<file path="src/rtl/bp_be_pkg.sv">
// ============================================================================
// Module  : bp_be_pkg
// Brief   : Shared BE types for stall accounting: reason codes, controller
//           commands, controller states and counter-bank entry indices.
// Revision: 1.0 - initial release
// ============================================================================
`default_nettype none

package bp_be_pkg;

  // Encoded stall reasons reported by the commit point
  typedef enum logic [4:0] {
    e_fe_cmd           = 5'd0,
    e_fe_cmd_fence     = 5'd1,
    e_mispredict       = 5'd2,
    e_dtlb_miss        = 5'd3,
    e_dcache_miss      = 5'd4,
    e_dcache_rollback  = 5'd5,
    e_long_haul        = 5'd6,
    e_exception        = 5'd7,
    e_eret             = 5'd8,
    e_control_haz      = 5'd9,
    e_data_haz         = 5'd10,
    e_aux_dep          = 5'd11,
    e_load_dep         = 5'd12,
    e_mul_dep          = 5'd13,
    e_fma_dep          = 5'd14,
    e_sb_dep           = 5'd15,
    e_struct_haz       = 5'd16,
    e_itlb_miss        = 5'd17,
    e_icache_miss      = 5'd18,
    e_branch_override  = 5'd19,
    e_ret_override     = 5'd20
  } bp_stall_reason_e;

  typedef enum logic [0:0] {
    e_stall_cmd_dump  = 1'b0,
    e_stall_cmd_clear = 1'b1
  } bp_stall_cmd_e;

  typedef enum logic [1:0] {
    e_idle = 2'd0,
    e_snap = 2'd1,
    e_dump = 2'd2
  } bp_stall_ctrl_state_e;

  // Counter bank layout: reasons first, then committed instructions, then unknown
  localparam int stall_num_reasons_lp  = 21;
  localparam int stall_instr_idx_lp    = stall_num_reasons_lp;
  localparam int stall_unknown_idx_lp  = stall_num_reasons_lp + 1;
  localparam int stall_num_entries_lp  = stall_num_reasons_lp + 2;
  localparam int stall_idx_width_lp    = 5;

endpackage

`default_nettype wire

</file>
<file path="src/rtl/bp_be_sat_counter.sv">
// ============================================================================
// Module  : bp_be_sat_counter
// Brief   : Up-counter that sticks at all-ones; synchronous clear wins over
//           increment.
// Revision: 1.0 - initial release
// ============================================================================
`default_nettype none

module bp_be_sat_counter
  import bp_be_pkg::*;
#(
  parameter int width_p = 32
) (
  input  logic               clk_i,
  input  logic               reset_n_i,
  input  logic               clear_i,
  input  logic               inc_i,
  output logic [width_p-1:0] count_o
);

  logic [width_p-1:0] count_r;

  // Count up unless already saturated; clear takes priority
  always_ff @(posedge clk_i or negedge reset_n_i) begin
    if (!reset_n_i) begin
      count_r <= '0;
    end else if (clear_i) begin
      count_r <= '0;
    end else if (inc_i && (count_r != '1)) begin
      count_r <= count_r + width_p'(1);
    end
  end

  assign count_o = count_r;

endmodule

`default_nettype wire

</file>
<file path="src/rtl/bp_be_stall_counter_ctrl.sv">
// ============================================================================
// Module  : bp_be_stall_counter_ctrl
// Brief   : Per-cycle commit/stall classifier feeding a live saturating
//           counter bank, with snapshot-and-stream dump and clear commands.
// Revision: 1.0 - initial release
// ============================================================================
`default_nettype none

module bp_be_stall_counter_ctrl
  import bp_be_pkg::*;
#(
  parameter int num_reasons_p = stall_num_reasons_lp,
  parameter int cnt_width_p   = 32
) (
  input  logic                   clk_i,
  input  logic                   reset_n_i,
  input  logic                   freeze_i,
  input  logic                   commit_v_i,
  input  logic                   stall_v_i,
  input  logic [4:0]             stall_reason_i,
  input  logic                   cmd_v_i,
  input  logic                   cmd_i,
  output logic                   cmd_ready_o,
  output logic                   busy_o,
  output logic                   dump_v_o,
  output logic [4:0]             dump_idx_o,
  output logic [cnt_width_p-1:0] dump_count_o,
  output logic                   dump_last_o,
  input  logic                   dump_ready_i
);

  localparam int instr_idx_lp   = num_reasons_p;
  localparam int unknown_idx_lp = num_reasons_p + 1;
  localparam int num_entries_lp = num_reasons_p + 2;

  bp_stall_ctrl_state_e state_r, state_n;
  logic [4:0]             idx_r;
  logic [num_entries_lp-1:0] inc_li;
  logic                   clear_li;
  logic                   idx_last;
  logic [cnt_width_p-1:0] live_cnt [num_entries_lp];
  logic [cnt_width_p-1:0] snap_r   [num_entries_lp];

  assign idx_last = (idx_r == 5'(num_entries_lp - 1));
  assign clear_li = (state_r == e_idle) && cmd_v_i
                 && (bp_stall_cmd_e'(cmd_i) == e_stall_cmd_clear);

  // One-hot increment select: commit, then valid in-range reason, else unknown
  always_comb begin
    inc_li = '0;
    if (!freeze_i) begin
      if (commit_v_i) begin
        inc_li[instr_idx_lp] = 1'b1;
      end else if (stall_v_i && (stall_reason_i < 5'(num_reasons_p))) begin
        inc_li[stall_reason_i] = 1'b1;
      end else begin
        inc_li[unknown_idx_lp] = 1'b1;
      end
    end
  end

  for (genvar e = 0; e < num_entries_lp; e++) begin : g_live
    bp_be_sat_counter #(
      .width_p (cnt_width_p)
    ) u_cnt (
      .clk_i     (clk_i),
      .reset_n_i (reset_n_i),
      .clear_i   (clear_li),
      .inc_i     (inc_li[e]),
      .count_o   (live_cnt[e])
    );
  end

  // Controller state register
  always_ff @(posedge clk_i or negedge reset_n_i) begin
    if (!reset_n_i) begin
      state_r <= e_idle;
    end else begin
      state_r <= state_n;
    end
  end

  // Next state and handshake/dump outputs; dump fields read zero outside e_dump
  always_comb begin
    state_n      = state_r;
    cmd_ready_o  = 1'b0;
    busy_o       = 1'b1;
    dump_v_o     = 1'b0;
    dump_idx_o   = '0;
    dump_count_o = '0;
    dump_last_o  = 1'b0;
    case (state_r)
      e_idle: begin
        cmd_ready_o = 1'b1;
        busy_o      = 1'b0;
        if (cmd_v_i && (bp_stall_cmd_e'(cmd_i) == e_stall_cmd_dump)) begin
          state_n = e_snap;
        end
      end
      e_snap: begin
        state_n = e_dump;
      end
      e_dump: begin
        dump_v_o     = 1'b1;
        dump_idx_o   = idx_r;
        dump_count_o = snap_r[idx_r];
        dump_last_o  = idx_last;
        if (dump_ready_i && idx_last) begin
          state_n = e_idle;
        end
      end
      default: begin
        state_n = e_idle;
      end
    endcase
  end

  // Snapshot captures pre-increment live values; index walks on each handshake
  always_ff @(posedge clk_i or negedge reset_n_i) begin
    if (!reset_n_i) begin
      idx_r  <= '0;
      snap_r <= '{default: '0};
    end else if (state_r == e_snap) begin
      idx_r  <= '0;
      snap_r <= live_cnt;
    end else if ((state_r == e_dump) && dump_ready_i) begin
      idx_r <= idx_last ? 5'd0 : idx_r + 5'd1;
    end
  end

endmodule

`default_nettype wire

</file>
<file path="config.mk">
export PLATFORM = sky130hd
export DESIGN_NAME = bp_be_stall_counter_ctrl
export DESIGN_NICKNAME = d
export VERILOG_FILES = /design/src/rtl/bp_be_pkg.sv /design/src/rtl/bp_be_sat_counter.sv /design/src/rtl/bp_be_stall_counter_ctrl.sv
export SDC_FILE = /design/constraint.sdc
export NUM_CORES = 2
export LEC_CHECK = 0
export BUFFER_PORTS_ARGS = -buffer_cell sky130_fd_sc_hd__buf_2
export CORE_ASPECT_RATIO = 1.1
export CORE_MARGIN = 2
export CORE_UTILIZATION = 58
export DETAILED_ROUTE_END_ITERATION = 6
export PLACE_DENSITY_LB_ADDON = 0.1
export SLEW_MARGIN = 20
export SYNTH_ARGS = -nofsm -noshare
export SYNTH_HDL_FRONTEND = slang
export SYNTH_HIERARCHICAL = 1
export SYNTH_SLANG_ARGS = --single-unit
export TNS_END_PERCENT = 100
</file>
<file path="constraint.sdc">
create_clock -name clk_i -period 6.01 [get_ports clk_i]
set_input_delay 0.601 -clock clk_i [delete_from_list [all_inputs] [get_ports clk_i]]
set_output_delay 0.601 -clock clk_i [all_outputs]
set_load 0.1 [all_outputs]
</file>
==> impl_metrics.tcl <==
set metrics [dict create \
    fin_crit_sh_pct 82.3 \
    cts_tree "built" \
    hold_class "in2reg" \
    critPathTopFamily "simple AND/OR/NAND/NOR gates" \
    grt_pass1_wl_um 335000 \
    p_comb_share_pct 18.7 \
    drt-vias-per-instance 6.42 \
    vias 55900 \
    final.fill_count 10500 \
    arrival_ps 4340 \
    portBuffers 53 \
    cp_cell_sequence "and2_1 -> buf_4 -> a22oi_1 -> nand3_1 -> o211ai_1 -> buf_2" \
    async_reset_ff_share_pct 100 \
    ir_worst_vdd_uv 510 \
    finalWorstSetupSlack_ps 1070 \
    synth-seq-area-share_pct 48.3 \
    globalplace.congestion 0.958 \
    syn_avg_cell_area_um2 11.2 \
    crit_path_top_delay_cell "dfrtp_4" \
    status "finished with violations" \
    hpwl_um 157000 \
    crit_type "reg2out" \
    synth_top_area_share_pct 48.3 \
    cts_buffer_depth 3 \
    synth_fp_nets 6892 \
    skew_ps 25.3 \
    placed_area_mm2 0.0785 \
    die_h_um 385 \
    grt_usage_pct 32.6 \
    post-place-ws_ps 1950 \
    antenna_found_initial 7 \
    seqPwrFrac_pct 42.4 \
    initial_utilization_pct 58.6 \
    setup_viol 0 \
    clkLatencyLatePin_ps 790 \
    worst_pin_slew_ps 1160 \
    power.switching_w 0.00800 \
    cts-root-buf "clkbuf_16" \
    dp.cells 8418 \
    synth_ff_type "dfrtp_1" \
    final_area_mm2 0.0838 \
    cap_violations 0 \
    final_cell_mix "dfrtp_1 (1476), mux2_2 (902), nor2_1 (626), nand3_1 (344), nand2_1 (288)" \
    avgRoutedWirePerCell_um 25.0 \
    core_mm2 0.131 \
    post-route-drc-count 4 \
    grt_pass1_vias 54600 \
    period_needed_ps 4940 \
    relSlewSlack_pct 22.0 \
    htreeDepth 4 \
    clock_sinks 1479 \
    cp_num_buf_inv 2 \
    die_w_um 351 \
    wirelength_um 218000 \
    endpoint_kind "output pin" \
    synth_warnings 6 \
    switching_share_pct 31.0 \
    drive_gt1_share_pct 23.8 \
    grt-ovfl-total 0 \
    dieArea_mm2 0.135 \
    path_max_fanout 50 \
    cp-start-kind "register" \
    cts.clk_slew.worst_paths_ps 60 \
    p_int_w 0.0178 \
    fp-row-count 139 \
    grt_max_degree 183 \
    first_pass_iters 7 \
    fmax_mhz 202 \
    critical-path-max-stage-delay_ps 950 \
    synth_area_leaders "dfrtp_1 (48%), mux2_2 (13%), nor2_1 (3.1%)" \
    power_frac_clock_pct 38.8 \
    violations "design-rule violations" \
    drv_slew 0 \
    numCtsBuffers 159 \
    finalHoldViolations 0 \
    tns_ps 0 \
    nets 6857 \
    yosys.area.top_type "dfrtp_1" \
    synth_cell_type_count 69 \
    areaGrowthSynthToFinish_pct 9.37 \
    final_common_cell "dfrtp_1" \
    synth_edf_count 0 \
    io_pins 54 \
    antenna_left 0 \
    netlist_instances 6854 \
    seqCellArea_mm2 0.0370 \
    leakage_nw 37.0 \
    stdcell_count 8703 \
    cp_data_required_time_ps 5410 \
    final_util_pct 64.1 \
    postSynthRegisterBits 1479 \
    rsz0062_at_grt "no" \
    p_per_area_mw_per_mm2 308 \
    dr.first_iter.drc_count 5157 \
    multi_input_comb_area_mm2 0.0375 \
    syn_area_mm2 0.0767 \
]
[synth_stat cells, types with 124 or more instances]
| cell | count |
|---|---|
| a21oi_1 | 265 |
| and3_1 | 161 |
| buf_2 | 171 |
| dfrtp_1 | 1479 |
| inv_1 | 162 |
| mux2_2 | 902 |
| mux2i_1 | 186 |
| nand2_1 | 288 |
| nand3_1 | 344 |
| nand4_1 | 139 |
| nor2_1 | 626 |
| nor2b_1 | 139 |
| or3_1 | 124 |
| xnor2_1 | 226 |
[layer usage]
layer | wire length (um) | GRT usage [%] | up-vias
met3 | 14400 | 5.61 | 413
li1 | - | - | 25000
met5 | 0 | 0 | -
met1 | 91100 | 44.6 | 28700
met2 | 101000 | 50.8 | 1738
met4 | 11300 | 15.4 | 0
[area by class of cell]
class | instances | share of cell area (%)
inverter | 162 | 0.725
timing repair buffer | 136 | 1.41
sequential | 1479 | 44.2
antenna | 2 | 0.00597
clock buffer | 229 | 5.56
clock inverter | 52 | 0.773
tap | 1762 | 2.63
multi-input combinational | 4881 | 44.7
[per-stage QoR]
stage / power [W] / hold slack [ps]
2_1_floorplan: 0.0144 / 305
3_3_place_gp: 0.0159 / 483
3_5_place_dp: 0.0159 / 492
4_1_cts: 0.0259 / 44.4
5_1_grt: 0.0267 / 93.5
6_report: 0.0258 / 104
[sequential cells by signal, summed over array words and instances (netlist names)]
name and count:
g_live.u_cnt/count_o 736, idx_r 5, snap_r 736, state_r 2
[worst paths after layout]
path                                                      to        from  slack (ps)  cells past startpoint
worst max-delay path                        dump_count_o[19]    idx_r[2]        1070                      6
worst min-delay path                              state_r[0]     cmd_v_i         100                      3
worst max register to register   g_live[19].u_cnt/count_o[8]  state_r[1]        2840                      6
worst min register to register                    snap_r[70]  snap_r[70]         500                      1
max in group asynchronous       g_live[17].u_cnt/count_o[15]   reset_n_i        3820                      3
min in group asynchronous        g_live[0].u_cnt/count_o[11]   reset_n_i         320                      2
[kinds of logic (layout without fill, tap and decap cells)]
| family | Yosys count | count (layout) | synth area share (%) |
|---|---|---|---|
| buf+inv | 494 | 579 | 2.91 |
| compound gates | 900 | 900 | 8.26 |
| simple gates | 2464 | 2464 | 18.1 |
| mux | 1196 | 1196 | 18.6 |
| flops | 1479 | 1479 | 48.3 |
| fa+ha+maj | 25 | 25 | 0.408 |
| xor+xnor | 296 | 296 | 3.38 |
| other cells | 0 | 2 | 0 |
[tightest hold or removal path: stages]
cell     delay [ps]
buf_2           100
nand2_1          50
nor2_1           80
[repair_timing]
| item | 4_1_cts | 5_1_grt |
|---|---|---|
| gates resized for setup | 0 | 0 |
| hold buffers | 2 | 0 |
| hold endpoints to repair | 119 | 0 |
| setup endpoints to repair | 0 | 0 |
| buffers inserted | 0 | 0 |
[power by group through the flow]
stage / Clock (W) / Combinational (W) / Sequential (W)
after floorplan: 0 / 0.00371 / 0.0107
after global placement: 0 / 0.00474 / 0.0111
after detailed placement: 0 / 0.00480 / 0.0111
after CTS: 0.0102 / 0.00481 / 0.0110
after global routing: 0.0106 / 0.00510 / 0.0110
final: 0.0100 / 0.00484 / 0.0110
(Power assumes the default switching activity.)
